[src/rtl/bitmap_to_location_pkg.sv]
// Shared HQC vector parameters and the scan state encoding, common to the
// bitmap/location conversion blocks.
package hqc_params;

  localparam int unsigned M          = 15;
  localparam int unsigned WIDTH      = 32;
  localparam int unsigned DEPTH      = 17696 / 32;
  localparam int unsigned LOGW       = $clog2(DEPTH);
  localparam int unsigned N_BITS     = 17669;
  localparam int unsigned WEIGHT     = 75;
  localparam int unsigned LOG_WEIGHT = $clog2(WEIGHT);

  typedef enum logic [2:0] {
    S_IDLE,
    S_FETCH,
    S_LOAD,
    S_SCAN,
    S_DONE
  } state_t;

endpackage

[src/rtl/bitmap_to_location_lead_one.sv]
// Combinational leading-one detector: index of the highest set bit plus a
// flag for an all-zero word.
module lead_one_enc #(
  parameter int unsigned WIDTH = hqc_params::WIDTH,
  parameter int unsigned IDXW  = $clog2(WIDTH)
) (
  input  logic [WIDTH-1:0] word,
  output logic [IDXW-1:0]  idx,
  output logic             zero
);

  always_comb begin
    idx  = '0;
    zero = (word == '0);
    // Ascending scan: the last hit wins, which is the most significant one.
    for (int unsigned i = 0; i < WIDTH; i++) begin
      if (word[i]) idx = IDXW'(i);
    end
  end

endmodule

[src/rtl/bitmap_to_location.sv]
// Scans a dense bitmap RAM word by word and emits the positions of its set
// bits in ascending order, checking the total against the expected weight.
module bitmap_to_location
  import hqc_params::*;
#(
  parameter int unsigned M          = hqc_params::M,
  parameter int unsigned WIDTH      = hqc_params::WIDTH,
  parameter int unsigned DEPTH      = hqc_params::DEPTH,
  parameter int unsigned LOGW       = hqc_params::LOGW,
  parameter int unsigned N_BITS     = hqc_params::N_BITS,
  parameter int unsigned WEIGHT     = hqc_params::WEIGHT,
  parameter int unsigned LOG_WEIGHT = hqc_params::LOG_WEIGHT
) (
  input  logic                  clk,
  input  logic                  rst_n,
  input  logic                  start,
  output logic                  mem_rd_en,
  output logic [LOGW-1:0]       mem_addr,
  input  logic [WIDTH-1:0]      mem_q,
  output logic                  loc_valid,
  output logic [M-1:0]          loc_out,
  output logic [LOG_WEIGHT-1:0] loc_addr,
  output logic                  busy,
  output logic                  done,
  output logic                  weight_err
);

  localparam int unsigned IDXW = $clog2(WIDTH);
  localparam int unsigned CW   = LOG_WEIGHT + 1;
  localparam int unsigned LW   = M + 1;

  state_t                state, state_n;
  logic [LOGW-1:0]       addr, addr_n;
  logic [WIDTH-1:0]      word_reg, word_n;
  logic [CW-1:0]         count, count_n;
  logic                  rd_en_n, loc_valid_n, busy_n, done_n, err_n;
  logic [M-1:0]          loc_out_n;
  logic [LOG_WEIGHT-1:0] loc_addr_n;
  logic [IDXW-1:0]       lead_idx;
  logic                  lead_zero;
  logic [LW-1:0]         loc_full;
  logic                  word_end;

  lead_one_enc #(.WIDTH(WIDTH), .IDXW(IDXW)) u_lead (
    .word (word_reg),
    .idx  (lead_idx),
    .zero (lead_zero)
  );

  // One extra bit so an out-of-range address never wraps below N_BITS.
  assign loc_full = LW'(addr) * LW'(WIDTH) + LW'(WIDTH - 1) - LW'(lead_idx);
  assign mem_addr = addr;

  always_comb begin
    state_n     = state;
    addr_n      = addr;
    word_n      = word_reg;
    count_n     = count;
    rd_en_n     = 1'b0;
    loc_valid_n = 1'b0;
    loc_out_n   = loc_out;
    loc_addr_n  = loc_addr;
    busy_n      = busy;
    done_n      = 1'b0;
    err_n       = weight_err;
    word_end    = 1'b0;

    unique case (state)
      S_IDLE: begin
        if (start) begin
          state_n = S_FETCH;
          addr_n  = '0;
          count_n = '0;
          err_n   = 1'b0;
          busy_n  = 1'b1;
          rd_en_n = 1'b1;
        end
      end
      S_FETCH: state_n = S_LOAD;
      S_LOAD: begin
        word_n = mem_q;
        if (mem_q == '0) word_end = 1'b1;
        else             state_n  = S_SCAN;
      end
      S_SCAN: begin
        word_n = word_reg & ~(WIDTH'(1) << lead_idx);
        if (loc_full < LW'(N_BITS) && count < CW'(WEIGHT)) begin
          loc_valid_n = 1'b1;
          loc_out_n   = loc_full[M-1:0];
          loc_addr_n  = count[LOG_WEIGHT-1:0];
          count_n     = count + 1'b1;
        end else begin
          err_n = 1'b1;
        end
        if (word_n == '0 || lead_zero) word_end = 1'b1;
      end
      S_DONE: begin
        state_n = S_IDLE;
        if (count != CW'(WEIGHT)) err_n = 1'b1;
      end
      default: state_n = S_IDLE;
    endcase

    // Empty-word exit shared by LOAD and the last extraction of SCAN.
    if (word_end) begin
      if (addr == LOGW'(DEPTH - 1)) begin
        state_n = S_DONE;
        done_n  = 1'b1;
        busy_n  = 1'b0;
      end else begin
        addr_n  = addr + 1'b1;
        state_n = S_FETCH;
        rd_en_n = 1'b1;
      end
    end
  end

  always_ff @(posedge clk or negedge rst_n) begin
    if (!rst_n) begin
      state      <= S_IDLE;
      addr       <= '0;
      word_reg   <= '0;
      count      <= '0;
      mem_rd_en  <= 1'b0;
      loc_valid  <= 1'b0;
      loc_out    <= '0;
      loc_addr   <= '0;
      busy       <= 1'b0;
      done       <= 1'b0;
      weight_err <= 1'b0;
    end else begin
      state      <= state_n;
      addr       <= addr_n;
      word_reg   <= word_n;
      count      <= count_n;
      mem_rd_en  <= rd_en_n;
      loc_valid  <= loc_valid_n;
      loc_out    <= loc_out_n;
      loc_addr   <= loc_addr_n;
      busy       <= busy_n;
      done       <= done_n;
      weight_err <= err_n;
    end
  end

endmodule

[config.mk]
export PLATFORM = sky130hd
export DESIGN_NAME = bitmap_to_location
export DESIGN_NICKNAME = d
export VERILOG_FILES = /design/src/rtl/bitmap_to_location_pkg.sv /design/src/rtl/bitmap_to_location_lead_one.sv /design/src/rtl/bitmap_to_location.sv
export SDC_FILE = /design/constraint.sdc
export NUM_CORES = 1
export LEC_CHECK = 0
export ABC_AREA = 1
export CAP_MARGIN = 5
export CELL_PAD_IN_SITES_DETAIL_PLACEMENT = 0
export CELL_PAD_IN_SITES_GLOBAL_PLACEMENT = 2
export CORE_MARGIN = 4
export CORE_UTILIZATION = 31
export DETAILED_ROUTE_END_ITERATION = 10
export GPL_ROUTABILITY_DRIVEN = 0
export HOLD_SLACK_MARGIN = 0.05
export PLACE_DENSITY = 0.8
export SETUP_SLACK_MARGIN = 0.05
export SYNTH_ARGS = -nofsm -noshare
export SYNTH_HDL_FRONTEND = slang
export SYNTH_HIERARCHICAL = 1
export SYNTH_SLANG_ARGS = --single-unit
[constraint.sdc]
create_clock -name clk -period 4.5 [get_ports clk]
set_input_delay 0.9 -clock clk [delete_from_list [all_inputs] [get_ports clk]]
set_output_delay 0.9 -clock clk [all_outputs]
set_load 0.005 [all_outputs]
# After elaboration in Yosys (flattened, before gate mapping)
# Cells that the tools add are included.
# word_totals
reg_bits	80
latchBits	0
ramBits	0
mem_bits_ro	0
output_inout_bits	37
elab_cells	109
memories	0
# classes
addsub	4
multipliers	0
div	0
n_lt_le_gt_ge	2
eq_ne	13
shifts	1
muxes	63
n_bitwise	2
reduce_logical	13
# ops
cell	n
$logic_not A32 Y1	3
$mux W5	16
$pmux W32 S2	1
$mux W10	4
$and A32 B32 Y32	1
$mux W4	8
$not A32 Y32	1
$shl A1 B5 Y32 const A	1
$mux W3	8
$mux W1	18
$add A15 B5 Y16 const B	1
$lt A16 B15 Y1 const B	1
$mux W8	2
$pmux W8 S2	1
$sub A16 B5 Y16	1
$pmux W3 S4	1
$add A10 B1 Y10 const B	1
$eq A10 B10 Y1 const B	1
$ne A2 B2 Y1 const B	5
$add A8 B1 Y8 const B	1
$lt A8 B7 Y1 const B	1
$ne A8 B7 Y1 const B	1
$eq A3 B2 Y1 const B	2
$ne A3 B3 Y1 const B	2
13 further kinds	16

# Longest topological paths before layout
# depth
ltp_word	40
depth_mapped	46
mapped_depth_nobuf	45

# By module
# Netlist, hierarchy kept.
# by_module_without_submodules
mod	n_inst	cells_each	area_per_inst_um2	seq_area_each_um2
bitmap_to_location	1	639	4848.4	2001.9
lead_one_enc	1	106	415.4	0.0

# Worst setup path after synthesis
# No wires, ideal clock.
# synth_path
kind	register to register
start	reg word_reg[2]
end	reg busy
t_arrival_ns	3.025
path_slack_ns	1.346
path_stages_with_launch	46
period_less_slack_ns	3.154
path_cell_list	dfrtp_1 inv_1 nand2_1 nand2_1 nand2_1 nand2_1 nand2_1 nand2_1 nand2_1 nand2_1 nand2_1 nand2_1 nand2_1 nand2_1 nand2_1 nand2_1 nand2_1 nand2_1 [10 not listed] nand2_1 nand2_1 nand2_1 nand2_1 nand2_2 nor2_2 nand3_1 nand2_1 nand2_1 nor2_1 nand2_1 nor2_1 nand2_1 nand2_1 nand2_2 nand2_2 buf_6 a21oi_1
# synth_between
elab_chain_cells	38
# synth_lines
item	line	rtl
from (decl)	bitmap_to_location.sv:34	logic [WIDTH-1:0] word_reg, word_n;
from (signal assigned)	bitmap_to_location.sv:134	word_reg <= word_n;
$mux W2 (2 in series)	bitmap_to_location_lead_one.sv:17	if (word[i]) idx = IDXW'(i);
$mux W3 (4 in series)	bitmap_to_location_lead_one.sv:17	
$mux W4 (8 in series)	bitmap_to_location_lead_one.sv:17	
$mux W5 (16 in series)	bitmap_to_location_lead_one.sv:17	
named net lead_idx[0]	bitmap_to_location.sv:39	logic [IDXW-1:0] lead_idx;
$shl A1 B5 Y32	bitmap_to_location.sv:86	word_n = word_reg & ~(WIDTH'(1) << lead_idx);
$not A32 Y32	bitmap_to_location.sv:86	
$and A32 B32 Y32	bitmap_to_location.sv:86	
$logic_not A32 Y1	bitmap_to_location.sv:95	if (word_n == '0 || lead_zero) word_end = 1'b1;
$logic_or A1 B1 Y1	bitmap_to_location.sv:95	
$mux W1	bitmap_to_location.sv:95	
$pmux W1 S2	bitmap_to_location.sv:68	unique case (state)
$mux W1	bitmap_to_location.sv:105	if (word_end) begin
named net busy_n	bitmap_to_location.sv:36	logic rd_en_n, loc_valid_n, busy_n, done_n, err_n;
to (signal assigned)	bitmap_to_location.sv:140	busy <= busy_n;
to (decl)	bitmap_to_location.sv:23	output logic busy,
# The timed path passes the listed nets, and every way through them passes these cells.
# A chain may end at the register's enable or synchronous reset.

# Worst setup path in the final report
# layout_path
start	reg word_reg[2]
end	reg mem_rd_en
# layout_between
elab_chain_cells	38
# layout_lines
item	line	rtl
$mux W2 (2 in series)	bitmap_to_location_lead_one.sv:17	
$mux W3 (4 in series)	bitmap_to_location_lead_one.sv:17	
$mux W4 (8 in series)	bitmap_to_location_lead_one.sv:17	
$mux W5 (16 in series)	bitmap_to_location_lead_one.sv:17	
named net lead_idx[0]	bitmap_to_location.sv:39	
$shl A1 B5 Y32	bitmap_to_location.sv:86	
$not A32 Y32	bitmap_to_location.sv:86	
$and A32 B32 Y32	bitmap_to_location.sv:86	
$logic_not A32 Y1	bitmap_to_location.sv:95	
$logic_or A1 B1 Y1	bitmap_to_location.sv:95	
$mux W1	bitmap_to_location.sv:95	
$pmux W1 S2	bitmap_to_location.sv:68	
$mux W1	bitmap_to_location.sv:105	
named net rd_en_n	bitmap_to_location.sv:36	
to (signal assigned)	bitmap_to_location.sv:136	mem_rd_en <= rd_en_n;
to (decl)	bitmap_to_location.sv:17	output logic mem_rd_en,
# The timed path passes the listed nets, and every way through them passes these cells.

==> metrics <==
Total GRT Usage=17.3%; Die Area=19100 µm²; Max VDD drop=0.000270 V; DRC=0; flip-flop count of the largest register after layout=32; top routing layer in use=met4; Via density=4.94; Antenna Diode Count=0; most frequent cells in the layout=nand2_1 (236), inv_1 (90), dfrtp_1 (80); vias in the first global route=5245; P per Cell Area=558 nW/µm²; Avg WL per Cell=15.8 µm; crit path max-delay cell type=dfrtp_1; I/O pins=72; Worst Max-Slew Pin Slew=1070 ps; Setup CP Type=reg2reg; setup repair after global routing missed its margin=no; LEAKAGE=3.11 nW; IO buf count=71; top cell type's share of synthesized area=38.0%; clock buffer count from CTS=9; Fmax achieved=0.263 GHz; Mapped Avg Cell Area=7.07 µm²; Seq/Total Area, Yosys=38.0%; Max transition margin=28.5%; placed instance area=6170 µm²; fin nets=864; non-filler cells, final=1031; Post-CTS Setup Inserts=0; clock tree buffer depth=2; Flop pwr share=33.0%; pin count of the biggest net entering global routing=81; row cnt=47; WP data arrival=4080 ps; Startpoint Class=register; Syn Nets=803; Layout Area Growth over Synthesis=23.3%; FF-to-FF End=mem_rd_en; Cell variety after synth=37; dpl cells=1015; DRT Wirelength=16300 µm; clock network power share=21.6%; met3 WL=561 µm; met2 wire len=8120 µm; Core ar.=16600 µm²; vias=5094; status=complete, no violations; Clock Skew=14.9 ps; HP Class=reg2reg; die height=138 µm; global route overflow=0; flip-flop and latch count after synthesis=80; initial antenna violation count=0; Final Core Density=39.1%; clk root buf=clkbuf_16; Die Wd=138 µm; largest cells by area after synthesis=dfrtp_1 (38%), nand2_1 (17%), inv_1 (6.4%); Starting Density=31.7%; Antenna Nets Post-Route=0; synth warn=6; final instance area=6490 µm²; final setup violation count=0; global-route wire length before repair=27100 µm; maxcap violations=0; startpoint of the worst hold path=weight_err; Mapped Cells=745; Tcrit/Tclk final=84.6%; Worst-path clk slew=70 ps; most used cell, CP=nand2_1; commonest non-fill, non-tap cell in the layout=nand2_1; Hold Path End=weight_err; Skew-Pair Late Insertion Delay=350 ps; Met1 Wirelength=7340 µm; clock sink count=80; Final HPWL DP=11900 µm; number of buffers inserted by hold repair at cts=0; Initial DRC Count=331; share of layout cells above drive strength 1=7.52%; Final Hold Viols=0; worst endpoint required time=4770 ps; switch share=43.8%; Pre-Repair DR Iteration Count=4; r2r setup slk=690 ps; FF-to-FF Start=word_reg[2]; Net Sw Power=1.59 mW; crit path capture type=register; H-tree levels=3; critical-path maximum fanout=23; setup TNS=0 ps; reg2reg path depth=45; cts repair resizes=0; WHS Path Cells=2; synthesized cell area=5260 µm²; Synth area leader=dfrtp_1; Tot Pwr=3.62 mW; CP max stage delay=410 ps; CTS tree=done; Tmin final=3810 ps; Gate power share=45.3%; Pint=2.04 mW; Slew Viols, Final=0
## layer usage
| metal | track usage, % | up-vias |
|---|---|---|
| met5 | 0 | - |
| met4 | 4.99 | 0 |
| met3 | 3.90 | 21 |
| met2 | 30.1 | 95 |
| met1 | 21.4 | 2424 |
| li1 | - | 2554 |
## logic make-up after synthesis
group	after synthesis	synth area share (%)
AO/OA/AOI/OAI	111	13.3
XOR/XNOR	8	1.33
adder cells (fa/ha/maj)	23	5.47
buffers and inverters	137	10.6
flip-flops	80	38.0
AND/OR/NAND/NOR	386	31.4
## power groups by stage
stage / clock, mW / sequential, mW / combinational, mW
2_1_floorplan: 0 / 1.14 / 1.10
3_3_place_gp: 0 / 1.20 / 1.62
3_5_place_dp: 0 / 1.20 / 1.64
4_1_cts: 0.807 / 1.19 / 1.64
5_1_grt: 0.839 / 1.23 / 1.87
6_report: 0.783 / 1.20 / 1.64
## Yosys cell counts
library cell	instances
a21boi_0	1
a32o_1	2
nand4_1	38
xnor2_1	1
and3_1	2
o21bai_1	1
nand3_1	39
nor2_4	2
o21ai_1	7
buf_1	2
o211ai_1	6
a21oi_1	28
nor3_1	6
xor2_1	7
inv_2	15
clkbuf_2	1
ha_1	23
o22ai_1	7
a31oi_1	1
o31ai_1	1
a41oi_1	1
inv_1	90
buf_4	2
dfrtp_1	80
o221ai_1	17
o21ai_0	30
clkbuf_1	10
clkinv_1	1
o21ai_2	8
nor2_2	4
nor4_1	5
buf_2	14
nor2_1	50
buf_6	2
nand2_2	3
nand2_1	237
a211oi_1	1
## stage by stage
stage | hold WS [ps] | worst slack, ps
finish | 480 | 693
CTS | 487 | 464
global route | 502 | 93.7
floorplan | 464 | 1350
global placement | 461 | 514
detailed placement | 465 | 484
## cell type report
type                    instances  area (µm²)
flip-flops and latches         80        2000
multi-input cells             528        2720
fillers                      1765       10100
inverters                     106         398
well taps                     220         275
clock inverters                 7        83.8
repair buffers                 81         783
clock buffers                   9         225
## worst max-delay path by stage
| stage | from | endpoint | slack, ps | cells after the start |
|---|---|---|---|---|
| floorplan | word_reg[2] | busy | 1350 | 45 |
| global placement | word_reg[2] | mem_rd_en | 510 | 45 |
| detailed placement | word_reg[2] | mem_addr[9] | 480 | 45 |
| CTS | word_reg[2] | mem_rd_en | 460 | 45 |
| global route | word_reg[2] | state[0] | 90 | 45 |
| finish | word_reg[2] | mem_rd_en | 690 | 45 |
## critical path: cells and delay by family (launching register included)
family / cells / cell delay, ps
buf+inv: 1 / 80
flops: 1 / 410
simple gates: 44 / 3220
Power figures use the tool's default switching activity.
